==> src/rtl/step_nn_pkg.sv <==
// Shared types and helpers for the time-multiplexed step-detection network.
// Holds the sequencer states, the weight-map layout and the hidden-node activation.
package step_nn_pkg;

    typedef enum logic [1:0] {
        IDLE,
        L1,
        L2,
        ACT
    } state_t;

    // The weight map is three banks of H entries. Bank base = slot * H.
    localparam int WA_SLOT = 0;
    localparam int WB_SLOT = 1;
    localparam int AL_SLOT = 2;

    // ReLU followed by saturation to the largest positive W-bit value.
    function automatic logic signed [63:0] relu_sat(input logic signed [63:0] v, input int w);
        logic signed [63:0] hi;
        hi = (64'sd1 <<< (w - 1)) - 64'sd1;
        if (v < 64'sd0) begin
            return 64'sd0;
        end else if (v > hi) begin
            return hi;
        end
        return v;
    endfunction

endpackage

==> src/rtl/step_nn_mac.sv <==
// Combinational signed multiply-add a*x + b*y.
// Both products are full 2W wide and are sign-extended into the accumulator width.
module step_nn_mac #(
    parameter int W     = 8,
    parameter int ACC_W = 2 * W + 4
) (
    input  logic signed [W-1:0]     a_i,
    input  logic signed [W-1:0]     x_i,
    input  logic signed [W-1:0]     b_i,
    input  logic signed [W-1:0]     y_i,
    output logic signed [ACC_W-1:0] sum_o
);

    logic signed [2*W-1:0] p0;
    logic signed [2*W-1:0] p1;

    assign p0    = a_i * x_i;
    assign p1    = b_i * y_i;
    assign sum_o = ACC_W'(p0) + ACC_W'(p1);

endmodule

==> src/rtl/step_nn_seq.sv <==
// Time-multiplexed H-hidden-node step classifier with programmable weights,
// valid/ready input, step debouncing and a saturating step counter.
module step_nn_seq
    import step_nn_pkg::*;
#(
    parameter int                      W       = 8,
    parameter int                      H       = 2,
    parameter int                      ACC_W   = 2 * W + 4,
    parameter int                      FRAC    = 0,
    parameter logic signed [ACC_W-1:0] THRESH  = '0,
    parameter int                      MIN_GAP = 4,
    parameter int                      CNT_W   = 16
) (
    input  logic                       clk,
    input  logic                       rst,
    input  logic                       in_valid,
    output logic                       in_ready,
    input  logic signed [W-1:0]        A,
    input  logic signed [W-1:0]        B,
    input  logic                       wr_en,
    input  logic [$clog2(3*H)-1:0]     wr_addr,
    input  logic signed [W-1:0]        wr_data,
    output logic                       wr_err,
    input  logic                       cnt_clr,
    output logic                       out_valid,
    output logic                       step,
    output logic                       raw_step,
    output logic [CNT_W-1:0]           step_count
);

    localparam int KW = (H > 1) ? $clog2(H) : 1;
    localparam int GW = (MIN_GAP > 1) ? $clog2(MIN_GAP) : 1;
    localparam int AW = $clog2(3 * H);
    localparam logic [CNT_W-1:0] CNT_MAX = '1;

    state_t                  state_q, state_d;
    logic [KW-1:0]           k_q;
    logic signed [W-1:0]     a_q, b_q;
    logic signed [W-1:0]     wa_w [H];
    logic signed [W-1:0]     wb_w [H];
    logic signed [W-1:0]     al_w [H];
    logic signed [W-1:0]     hid_q [H];
    logic signed [ACC_W-1:0] acc_q;
    logic [GW-1:0]           gap_q;
    logic [CNT_W-1:0]        cnt_q;
    logic                    out_valid_q, step_q, raw_q, wr_err_q;

    logic                    accept, last_k, wr_ok, raw_now, step_now;
    logic signed [W-1:0]     mac_a, mac_x, mac_b, mac_y;
    logic signed [ACC_W-1:0] mac_sum, s_shift;
    logic signed [W-1:0]     hid_val;

    assign in_ready = (state_q == IDLE);
    assign accept   = in_valid && in_ready;
    assign last_k   = (k_q == KW'(H - 1));
    assign wr_ok    = wr_en && (state_q == IDLE) && (32'(wr_addr) < 32'(3 * H));

    // Weight banks; each slot only listens to its own address.
    for (genvar gi = 0; gi < H; gi++) begin : g_wt
        logic signed [W-1:0] wa_q, wb_q, al_q;

        always_ff @(posedge clk or posedge rst) begin
            if (rst) begin
                wa_q <= '0;
                wb_q <= '0;
                al_q <= '0;
            end else if (wr_ok) begin
                if (wr_addr == AW'(WA_SLOT * H + gi)) wa_q <= wr_data;
                if (wr_addr == AW'(WB_SLOT * H + gi)) wb_q <= wr_data;
                if (wr_addr == AW'(AL_SLOT * H + gi)) al_q <= wr_data;
            end
        end

        assign wa_w[gi] = wa_q;
        assign wb_w[gi] = wb_q;
        assign al_w[gi] = al_q;
    end

    // One MAC serves both layers: A*wa + B*wb in L1, alpha*hid + 0 in L2.
    always_comb begin
        mac_a = a_q;
        mac_x = wa_w[k_q];
        mac_b = b_q;
        mac_y = wb_w[k_q];
        if (state_q == L2) begin
            mac_a = al_w[k_q];
            mac_x = hid_q[k_q];
            mac_b = '0;
            mac_y = '0;
        end
    end

    step_nn_mac #(
        .W     (W),
        .ACC_W (ACC_W)
    ) u_mac (
        .a_i   (mac_a),
        .x_i   (mac_x),
        .b_i   (mac_b),
        .y_i   (mac_y),
        .sum_o (mac_sum)
    );

    assign s_shift  = mac_sum >>> FRAC;
    assign hid_val  = W'(relu_sat(64'(s_shift), W));
    assign raw_now  = (acc_q > THRESH);
    assign step_now = raw_now && (gap_q == '0);

    always_ff @(posedge clk or posedge rst) begin
        if (rst) begin
            state_q <= IDLE;
        end else begin
            state_q <= state_d;
        end
    end

    always_comb begin
        state_d = state_q;
        case (state_q)
            IDLE:    if (in_valid) state_d = L1;
            L1:      if (last_k) state_d = L2;
            L2:      if (last_k) state_d = ACT;
            ACT:     state_d = IDLE;
            default: state_d = IDLE;
        endcase
    end

    always_ff @(posedge clk or posedge rst) begin
        if (rst) begin
            k_q         <= '0;
            a_q         <= '0;
            b_q         <= '0;
            acc_q       <= '0;
            gap_q       <= '0;
            cnt_q       <= '0;
            out_valid_q <= 1'b0;
            step_q      <= 1'b0;
            raw_q       <= 1'b0;
            wr_err_q    <= 1'b0;
            for (int i = 0; i < H; i++) hid_q[i] <= '0;
        end else begin
            out_valid_q <= (state_q == ACT);
            wr_err_q    <= wr_en && !wr_ok;
            if (accept) begin
                a_q <= A;
                b_q <= B;
            end
            if (state_q == L1 || state_q == L2) begin
                k_q <= last_k ? '0 : k_q + 1'b1;
            end
            if (state_q == L1) begin
                hid_q[k_q] <= hid_val;
                // Clear the output accumulator on the way into L2.
                if (last_k) acc_q <= '0;
            end
            if (state_q == L2) begin
                acc_q <= acc_q + mac_sum;
            end
            if (state_q == ACT) begin
                raw_q  <= raw_now;
                step_q <= step_now;
                if (step_now) begin
                    gap_q <= GW'(MIN_GAP - 1);
                end else if (gap_q != '0) begin
                    gap_q <= gap_q - 1'b1;
                end
            end
            if (cnt_clr) begin
                cnt_q <= '0;
            end else if (state_q == ACT && step_now && cnt_q != CNT_MAX) begin
                cnt_q <= cnt_q + 1'b1;
            end
        end
    end

    assign out_valid  = out_valid_q;
    assign step       = step_q;
    assign raw_step   = raw_q;
    assign wr_err     = wr_err_q;
    assign step_count = cnt_q;

endmodule

==> config.mk <==
export PLATFORM = sky130hd
export DESIGN_NAME = step_nn_seq
export DESIGN_NICKNAME = d
export VERILOG_FILES = /design/src/rtl/step_nn_pkg.sv /design/src/rtl/step_nn_mac.sv /design/src/rtl/step_nn_seq.sv
export SDC_FILE = /design/constraint.sdc
export NUM_CORES = 1
export LEC_CHECK = 0
export BUFFER_PORTS_ARGS = -buffer_cell sky130_fd_sc_hd__buf_2
export CAP_MARGIN = 25
export CORE_ASPECT_RATIO = 2
export CORE_MARGIN = 2
export CORE_UTILIZATION = 60
export DETAILED_ROUTE_END_ITERATION = 12
export HOLD_SLACK_MARGIN = 0.06
export PLACE_DENSITY = 0.79
export SLEW_MARGIN = 20
export SYNTH_ARGS = -nofsm -noshare
export SYNTH_HDL_FRONTEND = slang
export SYNTH_SLANG_ARGS = --single-unit
==> constraint.sdc <==
create_clock -name clk -period 25 [get_ports clk]
set_input_delay 2.5 -clock clk [delete_from_list [all_inputs] [get_ports clk]]
set_output_delay 2.5 -clock clk [all_outputs]
set_load 0.05 [all_outputs]
* After elaboration in Yosys (flattened, before gate mapping)
Index checks and enable logic that the tools add are counted.
** Operators by class
- Add/subtract/negate cells :: 5
- $mul :: 2
- Magnitude comparators :: 6
- Equality and inequality tests :: 12
- Multiplexer cells :: 36
- Bitwise logic cells :: 1
- Reductions and logical operators :: 27
** Operator list (count)
- two-way mux 8 bit :: 20
- two-way mux 20 bit :: 3
- multiplier 8 x 8 -> 16 bit :: 2
- two-way mux 16 bit :: 2
- adder 20 x 17 -> 20 bit :: 1
- greater-than comparator 20 x 1 -> 1 bit (second input constant) :: 1
- adder 16 x 16 -> 17 bit :: 1
- greater-than comparator 17 x 8 -> 1 bit (second input constant) :: 1
- < comparator 17 x 1 -> 1 bit (second input constant) :: 1
- adder 16 x 1 -> 16 bit (second input constant) :: 1
- bitwise mux 16 bit :: 1
- != test 16 bit (second input constant) :: 1
- AND reduction 2 bit :: 8
- two-way mux 2 bit :: 5
- nonzero test 2 bit :: 5
- demux 8 bit (select 1 bit) :: 1
- logical AND 1 bit :: 8
- case mux 2 bit (4 select lines) :: 1
- equality test 3 x 2 -> 1 bit (second input constant) :: 2
- equality test 3 bit (second input constant) :: 2
- != test 2 bit (second input constant) :: 3
- equality test 2 bit (second input constant) :: 2
- zero test 2 bit :: 2
- equality test 3 x 1 -> 1 bit (second input constant) :: 1
- other kinds (12) :: 14
** Storage, ports and cells
- Bits in registers :: 125
- Input port bits :: 32
- Output and inout bits :: 21
- Word-level logic and storage cells :: 108

* Logic depth before layout (Yosys ltp)
Gate-level depths: netlist (run 1).
- Depth in word-level cells :: 12
- Gate-level depth with buffers :: 38
- Gate-level depth less buffers :: 36

* Modules after synthesis
From an unflattened synthesis (run 1), not the netlist that was laid out.
** Unflattened totals
- Cells, all modules :: 1199
- Area, all modules :: 12084.1 um^2
** By module, submodules not included
- step_nn_seq :: times used 1, cells each 606, area an instance 6620.1 um^2, seq. area each 3128.0 um^2
- step_nn_mac :: times used 1, cells each 593, area an instance 5464.0 um^2, seq. area each 0.0 um^2

* Worst setup path before layout (run 1)
OpenSTA, ideal clock, no wires.
- Kind :: reg-to-reg
- Start point :: reg state_q[0]
- End point :: reg acc_q[19]
- Setup time :: 0.128 ns
- Data arrival time :: 8.583 ns
- Required time :: 24.872 ns
- Path slack :: 16.289 ns
- Cell stages (with the launch flop) :: 35
- Path buffers :: 3
- Cell sequence :: dfrtp_1 -> inv_1 -> ha_1 -> clkbuf_1 -> clkbuf_1 -> or2_2 -> clkbuf_1 -> nor2_1 -> inv_1 -> fa_1 -> fa_1 -> inv_1 -> fa_1 -> fa_1 -> fa_1 -> inv_1 -> fa_1 -> inv_1 -> ha_1 -> o21a_1 -> nor2_1 -> a211oi_1 -> o41ai_1 -> nand2b_1 -> xnor2_2 -> inv_1 -> ha_1 -> a21o_1 -> a211o_1 -> nand4_1 -> nand2_1 -> a211oi_1 -> xor2_1 -> a31oi_1 -> o22ai_1
** Between the ends
- Longest elaborated chain between the ends :: 6
** Ends and longest elaborated chain
- start: declaration :: RTL line step_nn_seq.sv:36 : state_t state_q, state_d;
- start signal: assignment :: RTL line step_nn_seq.sv:113 : state_q <= state_d;
- equality test 2 bit :: RTL line step_nn_seq.sv:85, step_nn_seq.sv:156
- two-way mux 8 bit :: RTL line step_nn_seq.sv:85 : if (state_q == L2) begin
- multiplier 8 x 8 -> 16 bit (on tied branches) :: RTL line step_nn_mac.sv:17, step_nn_mac.sv:18
- adder 16 x 16 -> 17 bit :: RTL line step_nn_mac.sv:19 : assign sum_o = ACC_W'(p0) + ACC_W'(p1);
- adder 20 x 17 -> 20 bit :: RTL line step_nn_seq.sv:157 : acc_q <= acc_q + mac_sum;
- two-way mux 20 bit :: RTL line step_nn_seq.sv:156 : if (state_q == L2) begin
- end signal: assignment :: RTL line step_nn_seq.sv:157
- end: declaration :: RTL line step_nn_seq.sv:43 : logic signed [ACC_W-1:0] acc_q;
Several ways; a longest one is shown, not always the timed one.
A chain may end at the register's enable or synchronous reset.

* Worst setup path in the final report (run 1)
Same ends and word-level chain as after synthesis.

==> results.cfg, run 1 <==
[cells_and_area]
area_growth_pct = 9.13
drive_above_1_share_pct = 15.8
antenna_cells = 0
fin_nets = 1471
regArea_mm2 = 0.00313
multi_input_area_mm2 = 0.00789
nFillCells = 1510

[placement]
gp_congestion = 0.996
io_buffers = 52
dp_hpwl_um = 24300

[grt]
grt_max_degree = 82
grt_pass1_wl_um = 49000
grt_busiest_layer = met2
use_met3_pct = 4.70
grt_pass1_vias = 9627
grt_util_met2_pct = 57.3
grt_antenna_before_repair = 0
use_met1_pct = 30.7
grt_usage_pct = 31.4
grt-ovfl-total = 0

[synth]
netlist_area_mm2 = 0.0118
muxShareOfSynthArea_pct = 8.98
synth_largest_area_cell = dfrtp_1
synth_edf_count = 0
synth_fa_ha_area_share_pct = 32.8
synth.top_cell.area_share_pct = 26.5
synthSimpleGateAreaFrac_pct = 12.6
synth_top_family_by_area = adder cells
yosysUniqueCellTypes = 57
synth.most_common_cell = inv_1
yosysWarningCount = 0
synthTopCellsByArea = dfrtp_1 (26%), fa_1 (24%), ha_1 (8.4%)
synth_async_sr_flop_share_pct = 100
mappedNetlistNets = 1422
synth_xor_area_share_pct = 3.77
synthCells = 1167
avgSynthCellArea_um2 = 10.1
synth_compound_area_share_pct = 8.66
synth_seq_cells = 125
ys_seq_area_share_pct = 26.5
netlist_top_cells_count = inv_1 (184), fa_1 (144), dfrtp_1 (125)
synth_top_flop_cell = dfrtp_1

[critical_path]
crit_end = acc_q[19]
regToRegEndpoint = acc_q[19]
start_kind = flip-flop
r2r_setup_slack_ns = 15.30
crit_type = reg -> reg
arrival_ns = 10.06
reg2reg_from = state_q[0]
crit_fanout = 26
cpPeakStageDelay_ns = 0.58
cp-startpoint = state_q[0]
slowest_stage = o21ai_1
crit_required_ns = 25.36
r2r_cells = 33
worst_setup_path_end_kind = flip-flop

[routing]
vias_per_cell = 5.73
dr.pass1.iters = 5
via_count = 8518
drtAntennaViolNets = 0
wl_per_cell_um = 19.9
routed_wl_um = 29500
drc = 0
drtIter0Drc = 481

[die]
io_pins = 53
die_w_um = 103
start_util_pct = 61.0
core_mm2 = 0.0194
die_area_mm2 = 0.0209
std_cell_rows = 72
die_h_um = 202

[cts]
cts_buffer_depth = 2
post_cts_buffers = 0
clock_latency_ns = 0.43
cts_root_buf = clkbuf_16
cts.repair.resized = 0
cts_buffers = 17
hold_buffers = 0
path_clk_slew_ns = 0.06
clkSinkCount = 125
cts_tree = yes
h-tree-depth = 4

[min_path]
hold_class = reg -> reg

[timing]
finClkSkew_ns = 0.00910
tns_ns = 0
tightest_slew_ns = 0.947
maxSlewViolCount = 0
grt_setup_unrepaired = false
post-route-min-period_ns = 9.70
setup_viol_count_final = 0
finalCritPeriodShare_pct = 38.8
finalHoldViolCount = 0
relSlewSlack_pct = 36.4
fmax_mhz = 103

[run]
maxCapViolCount = 0

[status]
status = finished, final reports clean
[stage by stage]
step / hold WS [ns] / std cells / area (um^2) / setup slack, ns / utilization (%)
floorplan: 0.449 / 1167 / 11800 / 16.29 / -
global placement: 0.460 / 1455 / 12300 / 15.64 / 63.7
detailed placement: 0.472 / 1455 / 12300 / 15.40 / 63.7
CTS: 0.483 / 1486 / 12900 / 15.36 / 66.5
global route: 0.513 / 1487 / 12900 / 14.79 / 66.6
finish: 0.484 / 1487 / 12900 / 15.30 / 66.6
[worst min path at each step]
stage | slack (ns) | startpoint | cells past startpoint | to
2_1_floorplan | 0.45 | gap_q[0] | 1 | gap_q[0]
3_3_place_gp | 0.46 | raw_step | 1 | raw_step
3_5_place_dp | 0.47 | raw_step | 1 | raw_step
4_1_cts | 0.48 | gap_q[0] | 1 | gap_q[0]
5_1_grt | 0.51 | raw_step | 1 | raw_step
6_report | 0.48 | gap_q[0] | 1 | gap_q[0]
[sequential cells by signal (all words and copies together), names as in the netlist, 2 cells and up]
register	cells
b_q	8
g_wt.wa_q	16
step_count	16
g_wt.wb_q	16
a_q	8
g_wt.al_q	16
state_q	2
gap_q	2
hid_q	16
acc_q	20
[area by class of cell]
type	instances	area share, %
clock buffer	17	3.30
sequential	125	24.3
multi-input combinational	829	61.2
clock inverter	14	0.864
timing repair buffer	59	2.51
tap	259	2.51
inverter	184	5.38
[cell usage in the layout (no fill, tap or decap), types with 4 or more instances in the layout]
| cell type | n |
|---|---|
| nand3_1 | 9 |
| mux2_2 | 72 |
| nor2_1 | 124 |
| nor2b_1 | 14 |
| or3_1 | 8 |
| inv_1 | 183 |
| a21o_1 | 12 |
| clkinvlp_4 | 4 |
| xnor2_1 | 26 |
| buf_2 | 52 |
| buf_4 | 5 |
| a21oi_1 | 22 |
| clkbuf_16 | 17 |
| nand2_1 | 81 |
| dfrtp_1 | 125 |
| or2_2 | 20 |
| o31ai_1 | 4 |
| ha_1 | 79 |
| mux2i_1 | 25 |
| o21a_1 | 10 |
| fa_1 | 144 |
| nor4_1 | 6 |
| a211oi_1 | 8 |
| nand2b_1 | 21 |
| o221a_1 | 14 |
| o21ai_0 | 21 |
| xor2_1 | 23 |
| and3_1 | 8 |
| o21ai_1 | 25 |
| nand4_1 | 6 |
| inv_6 | 4 |
| and2_1 | 5 |
[kinds of logic after synthesis]
group,Yosys count
mux,97
xor+xnor,50
compound gates,145
flops,125
fa+ha+maj,223
buf+inv,213
simple gates,314
[metal layers]
layer  share of wire [%]  routed length, um
met3                 2.7                783
met4                 9.2               2720
met2                  56              16600
met5                   0                  0
met1                  32               9430
[worst max-delay path, delay by kind of cell (launching register included)]
kind                     cells  cell delay, ns
flip-flops                   1            0.42
adder cells (fa/ha/maj)      9            4.36
XOR/XNOR                     2            0.63
multiplexers                 1            0.37
AO/OA/AOI/OAI                9            2.38
AND/OR/NAND/NOR              5            0.63
buffers and inverters        7            0.82
Power of run 1 is not shown: default switching activity piles up to over one toggle a cycle in this logic, so the estimate is an artifact.
==> run 2: changes to the inputs <==
clock period = 9.1 ns   (was 25 ns; I/O delays follow)
==> run 2 against run 1 <==
Effect of this change: maximum frequency rose by 12%; final area rose by 2.2%; hold slack worse by 0.0022 ns; critical path type unchanged.
==> results.cfg, run 2 (same netlist as run 1, synthesis figures left out) <==
[status]
status = finished, final reports clean

[cts]
cts_root_buf = clkbuf_16
cts_buffer_depth = 2
cts_tree = yes
post_cts_buffers = 0
hold_buffers = 0
cts_buffers = 17
h-tree-depth = 4
cts.repair.resized = 0
clock_latency_ns = 0.44
clkSinkCount = 125
path_clk_slew_ns = 0.06

[die]
io_pins = 53
core_mm2 = 0.0194
start_util_pct = 61.0
die_area_mm2 = 0.0209
std_cell_rows = 72
die_h_um = 202
die_w_um = 103

[routing]
via_count = 8735
routed_wl_um = 30500
vias_per_cell = 5.78
wl_per_cell_um = 20.1
drtIter0Drc = 312
dr.pass1.iters = 5
drtAntennaViolNets = 0
drc = 0

[critical_path]
crit_end = acc_q[19]
start_kind = flip-flop
crit_top_cell = fa_1
slowest_stage = fa_1
r2r_cells = 31
cp-startpoint = state_q[0]
regToRegEndpoint = acc_q[19]
crit_fanout = 18
cpPeakStageDelay_ns = 0.59
r2r_setup_slack_ns = 0.48
crit_required_ns = 9.45
reg2reg_from = state_q[0]
arrival_ns = 8.98
crit_type = reg -> reg
worst_setup_path_end_kind = flip-flop
crit_family = adder cells
cp_num_buf_inv = 6
cp_num_cells = 31

[timing]
relSlewSlack_pct = 45.5
tightest_slew_ns = 0.814
fmax_mhz = 116
finalHoldViolCount = 0
finalCritPeriodShare_pct = 94.7
maxSlewViolCount = 0
finClkSkew_ns = 0.00960
post-route-min-period_ns = 8.62
fin_ws_ns = 0.478
tns_ns = 0
grt_setup_unrepaired = false
setup_viol_count_final = 0

[placement]
dp_hpwl_um = 24700
gp_congestion = 0.975
io_buffers = 52
place_ws_ns = 0.352

[cells_and_area]
fin_nets = 1495
layout_commonest_cell = inv_1
final_cell_mix = inv_1 (183), fa_1 (144), dfrtp_1 (125)
regArea_mm2 = 0.00313
multi_input_area_mm2 = 0.00791
largest_reg_flops = 20
area_growth_pct = 11.5
drive_above_1_share_pct = 17.8
antenna_cells = 0
final_core_util_pct = 68.0
regMostFlops = acc_q
nFillCells = 1487

[grt]
grt_max_degree = 78
grt_antenna_before_repair = 0
grt_pass1_wl_um = 50200
grt-ovfl-total = 0
grt_pass1_vias = 9949
grt_usage_pct = 32.3

[min_path]
hold_class = reg -> reg

[run]
maxCapViolCount = 0
==> run 2: layout make-up <==
class	count	share of cell area, %
clock buffers	17	3.23
clock inverters	15	1.35
inverters	184	5.26
multi-input cells	829	60.0
flip-flops and latches	125	23.8
well taps	259	2.46
repair buffers	83	3.90
==> run 2: worst min path at each step <==
stage | startpoint | endpoint | slack (ns) | depth (start not counted)
floorplan | gap_q[0] | gap_q[0] | 0.45 | 1
global placement | raw_step | raw_step | 0.46 | 1
detailed placement | raw_step | raw_step | 0.46 | 1
CTS | raw_step | raw_step | 0.49 | 1
global route | raw_step | raw_step | 0.50 | 1
finish | raw_step | raw_step | 0.48 | 1
==> run 2: worst register-to-register path, delay by kind of cell, from the launching register on <==
family                   cells  cell delay (ns)
adder cells (fa/ha/maj)      9             4.17
AO/OA/AOI/OAI                8             1.78
AND/OR/NAND/NOR              6             1.25
buffers and inverters        6             0.57
flip-flops                   1             0.41
XOR/XNOR                     2             0.39
==> run 2: per-stage QoR <==
step	area, um^2	cells	hold WS, ns
6_report	13200	1512	0.482
4_1_cts	13100	1511	0.489
3_5_place_dp	12500	1479	0.465
5_1_grt	13200	1512	0.498
3_3_place_gp	12500	1479	0.461
2_1_floorplan	11800	1167	0.449
==> run 2: routing by layer <==
metal	vias up	wire length [um]	track usage [%]
met5	-	0	0
met4	0	3050	26.0
met3	158	962	4.39
met2	278	16500	57.6
met1	4363	9930	31.8
li1	3936	-	-
Power of run 2 is left out for the same reason.
